`src/rtl/sat_counter.sv`:
```
// Up-counter that sticks at its all-ones value instead of wrapping.
module sat_counter #(
    parameter int unsigned CNT_W = 8
) (
    input  logic             clk,
    input  logic             rst_n,
    input  logic             inc,
    output logic [CNT_W-1:0] count
);

    logic [CNT_W-1:0] count_q, count_d;

    always_comb begin
        count_d = count_q;
        if (inc && (count_q != {CNT_W{1'b1}})) begin
            count_d = count_q + CNT_W'(1);
        end
    end

    always_ff @(posedge clk) begin
        if (!rst_n) begin
            count_q <= '0;
        end else begin
            count_q <= count_d;
        end
    end

    assign count = count_q;

endmodule

```
`config.mk`:
```
export PLATFORM = sky130hd
export DESIGN_NAME = sat_counter
export DESIGN_NICKNAME = d
export VERILOG_FILES = /design/src/rtl/sat_counter.sv
export SDC_FILE = /design/constraint.sdc
export NUM_CORES = 1
export LEC_CHECK = 0
export CAP_MARGIN = 25
export CORE_MARGIN = 4
export CORE_UTILIZATION = 30
export CTS_CLUSTER_SIZE = 24
export DETAILED_ROUTE_END_ITERATION = 10
export GPL_ROUTABILITY_DRIVEN = 1
export PLACE_DENSITY_LB_ADDON = 0.05
export SLEW_MARGIN = 20
export SYNTH_ARGS = -nofsm -noshare
export SYNTH_HDL_FRONTEND = slang
export SYNTH_SLANG_ARGS = --single-unit
```
`constraint.sdc`:
```
create_clock -name clk -period 1.59 [get_ports clk]
set_clock_uncertainty 0.15 [all_clocks]
set_input_delay 0.3975 -clock clk [delete_from_list [all_inputs] [get_ports clk]]
set_output_delay 0.3975 -clock clk [all_outputs]
set_load 0.05 [all_outputs]
```
# Word-level counts from Yosys, hierarchy flattened
# Cells that the tools add are included.
[totals]
regBits = 8
elab_cells = 4
output_inout_bits = 8
inputBits = 3
[classes]
add_sub_neg = 1
reduce_logical = 1
n_eq_ne = 1
[op_table]
columns = ["op", "n"]
rows = [
  ["8-bit by 1-bit adder with 8-bit output, second input constant", 1],
  ["8-bit inequality test, second input constant", 1],
  ["1-bit logical AND", 1],
]

# Logic depth before layout (Yosys ltp)
[logic_depth]
word_depth = 2
ltp_mapped = 4
depth_no_buf = 4

# Worst setup path before layout
# Ideal clock, no wire load.
[synth_path]
kind = "register -> register"
from = "register count_q[0] (netlist: count[0])"
to = "register count_q[6] (netlist: count[6])"
synth_period_minus_slack_ns = 1.916
arrival_ns = 1.651
t_required_ns = 1.325
setup_slack_ns = -0.326
stages_incl_launch_ff = 5
setup_time_ns = 0.115
path_buffers = 0
cell_sequence = "dfxtp_1 ha_1 nand3_1 or4_1 and3_1"
[synth_between]
elab_chain_cells = 2
elab_cells_between_ends = 3
cone_classes = "add/sub: 1; eq/ne: 1; reduce/logical: 1"
[synth_lines]
columns = ["element", "line_no", "rtl"]
rows = [
  ["start: declaration", "11", "logic [CNT_W-1:0] count_q, count_d;"],
  ["start signal: assignment", "24", "count_q <= count_d;"],
  ["branches (longest 2 deep; another with 8-bit by 1-bit adder with 8-bit output)", "-", ""],
]
# Several ways; the timed one is not identified.
# A chain may end at the register's enable or synchronous reset.

# Worst setup path after layout
[layout_path]
from = "register count_q[7] (netlist: count[7])"
to = "output port count[7]"
[layout_rtl]
columns = ["element", "line_no", "rtl"]
rows = [
  ["end: declaration", "8", "output logic [CNT_W-1:0] count"],
]
# No word-level cell between the ends.

==> flow_summary_export.csv <==
group,metric,value,unit
grt,grt_max_degree,9,
logic_synthesis,synthFlopType,"dfxtp_1",
power,power.density,655,nW/um2
clock_tree,cts-root-buf,"clkbuf_4",
grt,overflow,0,
min_path,hold_end,"count[5]",
clock_tree,clk_path_buf_depth,2,
setup_path,reg2regPathDepth,4,
placed_design,portBuffers,10,
timing,max_slew.worst_pin.slew,211,ps
cells_and_area,layout-area-overhead-vs-synth,73.7,%
logic_synthesis,synth-async-reset-ratio,0,
detailed_routing,routed_wl,1.07,mm
logic_synthesis,synth.avg_cell_area,8.60,um2
setup_path,path_class,"reg -> out",
clock_tree,cts_setup_buffers,0,
cells_and_area,fin_cells,79,
grt,first_global_vias,416,
power,power.static_leakage,0.000274,uW
timing,slew_violations,0,
clock_tree,cts_tree,"yes",
outcome,status,"finished clean",
timing,rsz0062_at_grt,"no",
logic_synthesis,netlist_area,404,um2
floorplanning,io_pins,11,
clock_tree,clk_pin_slew,60,ps
placed_design,placed_cells,75,
logic_synthesis,postSynthNetCount,51,
detailed_routing,drtIter0Drc,16,
detailed_routing,wl_per_cell,13.6,um
timing,min_period,1500,ps
setup_path,critPathArrivalTime,960,ps
clock_tree,cts_resized,0,
cells_and_area,final_common_cell,"buf_12",
clock_tree,htree_levels,1,
cells_and_area,final_nets,70,
placed_design,dp_worst_setup_slack,-262,ps
clock_tree,cts_made_buffers,3,
placed_design,place_area,661,um2
floorplanning,die_h,44.7,um
grt,grt_usage,0.118,
timing,finalCritPeriodShare,0.945,
setup_path,critPathLaunchType,"register",
min_path,holdPathStages,1,
placed_design,gp_congestion,0.794,
grt,grt_pass1_wl,1.69,mm
floorplanning,core,1190,um2
clock_tree,clkLatencyLatePin,260,ps
min_path,hold_start,"count[5]",
logic_synthesis,ys_types,22,
floorplanning,die_x,44.7,um
setup_path,cp.required,1040,ps
timing,setup_slack,86.8,ps
placed_design,place_hpwl,808,um
setup_path,end_kind,"output pin",
logic_synthesis,yosysWarnings,0,
cells_and_area,antenna_cells,0,
floorplanning,rows,12,
detailed_routing,drtAntennaViolNets,0,
detailed_routing,via_count,442,
logic_synthesis,ys_seq_area_frac,0.396,
setup_path,worstPathMaxFanout,7,
setup_path,r2r-end,"count[6]",
logic_synthesis,synth_edf_count,0,
cells_and_area,final_core_util,0.592,
logic_synthesis,ys_ff_latch,8,
timing,setup_viol,0,
setup_path,regToRegStartpoint,"count[0]",
grt,grt_antenna_before_repair,0,
min_path,timing.hold.worst.class,"reg -> reg",
clock_tree,cts.sinks,8,
floorplanning,initial_core_util,0.341,
run,cap_violations,0,
cells_and_area,largest_reg_flops,8,
detailed_routing,viasPerCell,5.59,
logic_synthesis,syn_inst,47,
power,ir_drop,0.473,mV
timing,fmax,0.665,GHz
cells_and_area,postLayoutCellArea,702,um2
timing,hold_violations,0,
setup_path,regToRegSetupSlack,90,ps
floorplanning,fp.dieArea,2000,um2
cells_and_area,final_cell_mix,"buf_12, nand2_1, a21oi_1, dfxtp_2, buf_4",
cells_and_area,layout-drive-gt1-share,0.446,
timing,hold_slack,352,ps
detailed_routing,firstDrtPassIters,4,
detailed_routing,drc_errors,0,
timing,relSlewSlack,0.858,
clock_tree,cts_hold_buf,0,
cells in the mapped netlist, types with 2 or more instances:
| library cell | count | share of area |
|---|---|---|
| and3_1 | 2 | 0.031 |
| o21bai_1 | 2 | 0.037 |
| nand3_1 | 2 | 0.025 |
| dfxtp_1 | 8 | 0.40 |
| a21oi_1 | 5 | 0.062 |
| inv_1 | 2 | 0.019 |
| nand4_1 | 2 | 0.031 |
| nor3_1 | 3 | 0.037 |
| mux2i_1 | 2 | 0.050 |
| nand2_1 | 6 | 0.056 |
| a211oi_1 | 2 | 0.037 |
critical path, cell delays in order, from the launching register on:
cell     delay, ps
dfxtp_1        420
buf_4          160
buf_12         120
logic make-up (layout without fill, tap and decap cells):
logic type      count (synthesis)  in the layout  synth area share
compound gates                 14             14             0.232
fa+ha+maj                       1              1            0.0310
buf+inv                         3             21            0.0310
flops                           8              8             0.396
mux                             2              2            0.0495
simple gates                   19             19             0.260
metrics by stage:
step	total power (uW)	TNS (ps)
after detailed placement	293	-1000
final	460	0
after floorplan	251	0
after CTS	466	0
after global placement	290	-740
after global routing	487	0
power breakdown:
| group | total (uW) | switching, uW | internal [uW] |
|---|---|---|---|
| sequential | 219 | 12.7 | 206 |
| combinational | 69.8 | 33.9 | 35.9 |
| clock | 171 | 75.0 | 96.4 |
how the worst max path moves through the flow:
stage	start	slack, ps	to
2_1_floorplan	count[0]	50	count[6]
3_3_place_gp	inc	-210	count[6]
3_5_place_dp	inc	-260	count[6]
4_1_cts	inc	2	count[6]
5_1_grt	count[0]	20	count[6]
6_report	count[7]	90	count[7]
layout make-up:
cell class	count	area [um2]
fillers	102	484
multi-input cells	36	256
repair buffers	15	220
flip-flops and latches	8	174
clock buffers	4	26.3
well taps	14	17.5
inverters	2	7.51
layer usage:
metal	GRT usage	up-vias	part of all wire
met5	0	-	0
met1	0.127	205	0.39
li1	-	214	-
met2	0.192	19	0.53
met4	0.0422	0	0.011
met3	0.0637	4	0.070
Note: power is estimated with default switching activity, not from simulation.
==> RTL edit 1: new RTL, same settings <==
Register the output `count` once more; this adds one clock of latency there.
--- a/src/rtl/sat_counter.sv
+++ b/src/rtl/sat_counter.sv
@@ -26,5 +26,7 @@
     end
 
-    assign count = count_q;
+    always_ff @(posedge clk) begin
+        count <= count_q;
+    end
 
 endmodule
Check against the original RTL: not equivalent (a bounded check fails within 4 cycles, from zero or initial values and one cycle with rst_n low).
==> RTL edit 1 against the original RTL <==
Setup slack worse by 0.012 ns. Synthesized cell count increased by 17%. Core utilization is 10 points lower. Wire length grew 6.9%. Power is 53% higher. Sequential cell count is 8 higher. Design area grew 22%. Sequential share of layout area increased by 13 points. Cell count is 27% higher. Synthesized area up 40%. Critical endpoint is now count_q[6]. Largest cell class is now registers.
==> RTL edit 1: results (changes against the original RTL) <==
- Run status: finished clean
- Number of cells on the worst hold path: 0 (-1)
- Fraction of layout cells with a size suffix above 1: 28.00% (-17 points)
- The largest fanout of any net on the critical path is 2 (-5).
* DP Cell Count: 97 (+29%)
- The leakage component of the power is 0.3415 nW (+25%).
* DR iter-0 viols: 8 (-8)
* DRT Wirelength: 1148 µm (+6.9%)
* First-pass GRT wire length: 1945 µm (+15%)
- The multiplexer share of the synthesized area is 3.548% (-1.4 points).
- Adder-Cell Fraction of Synth Area: 2.217% (-0.88 points)
- The via count of the first global-routing pass was 464 (+12%).
* Vias after detailed routing: 481 (+8.8%)
- The post-synth net total came to 59 (+16%).
- Synth cell count leaders: 16 x dfxtp_1, 6 x nand2_1, 5 x a21oi_1
- Startpoint of the lowest-slack hold path: count_q[4]
- Fill cell instance count of the final layout: 171 (+68%)
- Clk Latency, worst-skew pair: 0.28 ns (+0.02 ns)
- The placement-stage worst setup slack was -0.2276 ns (+0.03433 ns).
- The vias per cell came to 4.810 (-14%).
- Clock-pin slew reported for the worst setup and hold paths after clock tree synthesis: 0.09 ns (+0.03 ns)
- In this run the critical register-to-register path is launched from count_q[0].
- Sequential element share of the synthesized area: 56.76% (+17 points)
- Cells after Synth: 55 (+17%)
- Worst Max-Slew Pin Slew: 0.2545 ns (+0.04345 ns)
- Critical path data arrival time: 1.55 ns (+0.59 ns)
- Worst Hold Endpoint: count[4]
- The worst vdd rail ir drop was 0.3413 mV (-28%).
- The aggregate global-route resource usage was 10.14% (-1.6 points).
- The half-perimeter wire length after placement came to 864.6 µm (+7.0%).
- Ranked by total cell area, the synthesized netlist is headed by dfxtp_1 57%, a21oi_1 4.4%, nand2_1 4.0%.
* Worst hold margin: 0.2262 ns (-0.1258 ns)
* R2r endpoint: count_q[6]
- The compound-cell area share of the yosys netlist was 16.63% (-6.6 points).
* Gpl congestion: 0.7054 (-11%)
- Worst reg2reg setup slack: 0.14 ns (+0.05 ns)
==> RTL edit 1: cell types whose count changed in the layout (fill, tap and decap cells not counted), moves of 2 or more <==
cell     change
dfxtp_1     +15
dfxtp_2      -5
buf_4        +3
dfxtp_4      -2
==> RTL edit 1: area by class of cell <==
cell class	instances	area [µm²]	share of cell area, %
multi-input cells	36	231.5	27.13
well taps	25	31.28	3.666
repair buffers	18	240.2	28.15
flip-flops and latches	16	320.3	37.54
inverters	2	7.507	0.8798
clock buffers	3	22.52	2.639
==> RTL edit 1: where the power goes <==
part	internal, mW	switching, mW
Clock	0.0878	0.120
Sequential	0.411	0.00704
Combinational	0.0402	0.0384
==> RTL edit 1: worst max-delay path by stage <==
stage	start	slack [ns]	endpoint	depth (start not counted)
2_1_floorplan	count_q[0]	0.09	count_q[6]	4
3_3_place_gp	inc	-0.20	count_q[5]	5
3_5_place_dp	inc	-0.23	count_q[6]	4
4_1_cts	inc	0.06	count_q[5]	5
5_1_grt	inc	0.004	count_q[6]	4
6_report	inc	0.07	count_q[6]	4
==> RTL edit 1: cell families (layout without fill, tap and decap cells) <==
kind of cell,Yosys count,in the layout
mux,2,2
compound gates,14,14
simple gates,19,19
fa+ha+maj,1,1
buf+inv,3,23
flops,16,16
==> RTL edit 1: critical path, stage by stage <==
cell	delay (ns)
clkdlybuf4s50_1	0.48
nand3_1	0.09
or4_1	0.40
and3_1	0.18
==> RTL edit 1: per-layer routing <==
metal	global-route usage [%]	up-vias	part of all wire, %
met5	0	-	0
met4	6.550	0	2.2
met3	2.624	5	4.8
met2	17.37	15	50
met1	10.87	216	43
li1	-	245	-
==> RTL edit 1: repair_timing <==
item | 4_1_cts | 5_1_grt
hold buffers | 0 | 0
buffers inserted | 0 | 0
endpoints found under the setup margin | 0 | 2
gates resized for setup | 0 | 0
endpoints found under the hold margin | 0 | 0
==> RTL edit 2: new RTL, same flow settings <==
Made on the original files. The parameter `CNT_W` goes from 8 to 9.
--- a/src/rtl/sat_counter.sv
+++ b/src/rtl/sat_counter.sv
@@ -1,5 +1,5 @@
 // Up-counter that sticks at its all-ones value instead of wrapping.
 module sat_counter #(
-    parameter int unsigned CNT_W = 8
+    parameter int unsigned CNT_W = 9
 ) (
     input  logic             clk,
Interface: changed (resized count); port bits go from 11 to 12. The function was not compared with the original's and may differ.
==> RTL edit 2 against the original RTL <==
The run now ends with setup timing left. Wire length rose by 1.9%. Sequential cell count up 1. Combinational power rose by 46%. Synthesized area grew 5.9%. Setup slack got worse by 0.24 ns. Design area rose by 24%. Power rose by 14%. Cell count is 15% higher. Synthesized cell count up 2.1%. Sequential power up 5%. Critical path depth grew 5. Largest power group unchanged.
==> RTL edit 2: results (changes against the original RTL) <==
* Fraction of area in multi-input gates: 35.82% (-0.73 points)
* Area fraction in compound gates after synthesis: 7.602% (-16 points)
- The post-synth net total was 53 (+3.9%).
* First-pass GRT wire length: 1994 µm (+18%)
* Number of unique standard cell types used by synthesis: 21 (-4.5%)
- By startpoint and endpoint, the worst setup path is classified as reg -> reg.
* Clk sinks: 9 (+1)
- Placed wire-length estimate after detailed placement: 806.8 µm (-0.14%)
* Vias in the first global route: 447 (+7.5%)
- Violated checks: setup timing
- Mean instance size in the synthesized netlist: 8.915 µm² (+3.7%)
* First-pass DRT Iterations: 2 (-2)
* Max reg flops: 9 (+1)
- After synthesis, the most frequently instantiated cells are 9 x dfxtp_1, 7 x nand2_1, 4 x mux2i_1, 4 x nor2_1, 3 x a21oi_1.
- The flow ran to the end, but the final reports show violations.
- The worst vdd rail ir drop came to 0.5226 mV (+10%).
- The non-clock buffering overhead in the final layout was 34.53% (+3.2 points).
- Fill cell instance count of the final layout: 106 (+3.9%)
* Maximum net fanout on the critical path: 4 (-3)
- For this design, the slowest cell found on the critical path is or4_4.
- CTS-repair resized insts: 5 (+5)
- R2r worst-path depth: 7 (+3)
- Leakage: 0.3856 nW (+41%)
- Setup WS post-layout: -0.1499 ns (-0.2367 ns)
- Placed instance area: 792.0 µm² (+20%)
- Area of the mapped netlist: 427.9 µm² (+5.9%)
- Largest delay share family, worst path: simple AND/OR/NAND/NOR gates
- The fraction of layout cells with a size suffix above 1 was 60.53% (+16 points).
- Critical path data arrival time: 1.79 ns (+0.83 ns)
- The final RePlAce weighted congestion is 0.7313 (-7.8%).
- The final setup violation count was 8 (+8).
* Multiplexer area fraction after synthesis: 9.357% (+4.4 points)
- The number of post-CTS setup repair buffers is 1 (+1).
- The pin count of the biggest net entering global routing is 8 (-1).
* Nets: 82 (+17%)
- DRT Wirelength: 1094 µm (+1.9%)
* # port buffers: 11 (+1)
* Combined flip-flop and latch cell area: 202.7 µm² (+17%)
* Pre-CTS worst setup slack: -0.2399 ns (+0.02200 ns)
* Number of non-clock buffers in the layout: 24 (+9)
-- RTL edit 2: power by group --
group / switching, mW / internal, mW / total, mW
Clock: 0.0924 / 0.0973 / 0.190
Combinational: 0.0512 / 0.0510 / 0.102
Sequential: 0.00528 / 0.226 / 0.231
Total: 0.149 / 0.374 / 0.523
-- RTL edit 2: worst min path at each step --
stage,slack [ns],depth (start not counted),endpoint
final,0.43,2,count[8]
after CTS,0.43,2,count[8]
after global routing,0.48,3,count[6]
after detailed placement,0.42,2,count[8]
after floorplan,0.39,2,count[6]
after global placement,0.43,2,count[8]
-- RTL edit 2: kinds of logic (layout without fill, tap and decap cells) --
kind of cell,Yosys count,count (layout)
simple gates,22,22
flops,9,9
compound gates,6,6
mux,4,4
buf+inv,3,31
fa+ha+maj,2,2
xor+xnor,2,2
-- RTL edit 2: layer usage --
layer	GRT usage (%)	wire [µm]
met1	17.66	465
met2	20.61	542
met3	2.372	48
met4	10.23	36
met5	0	0
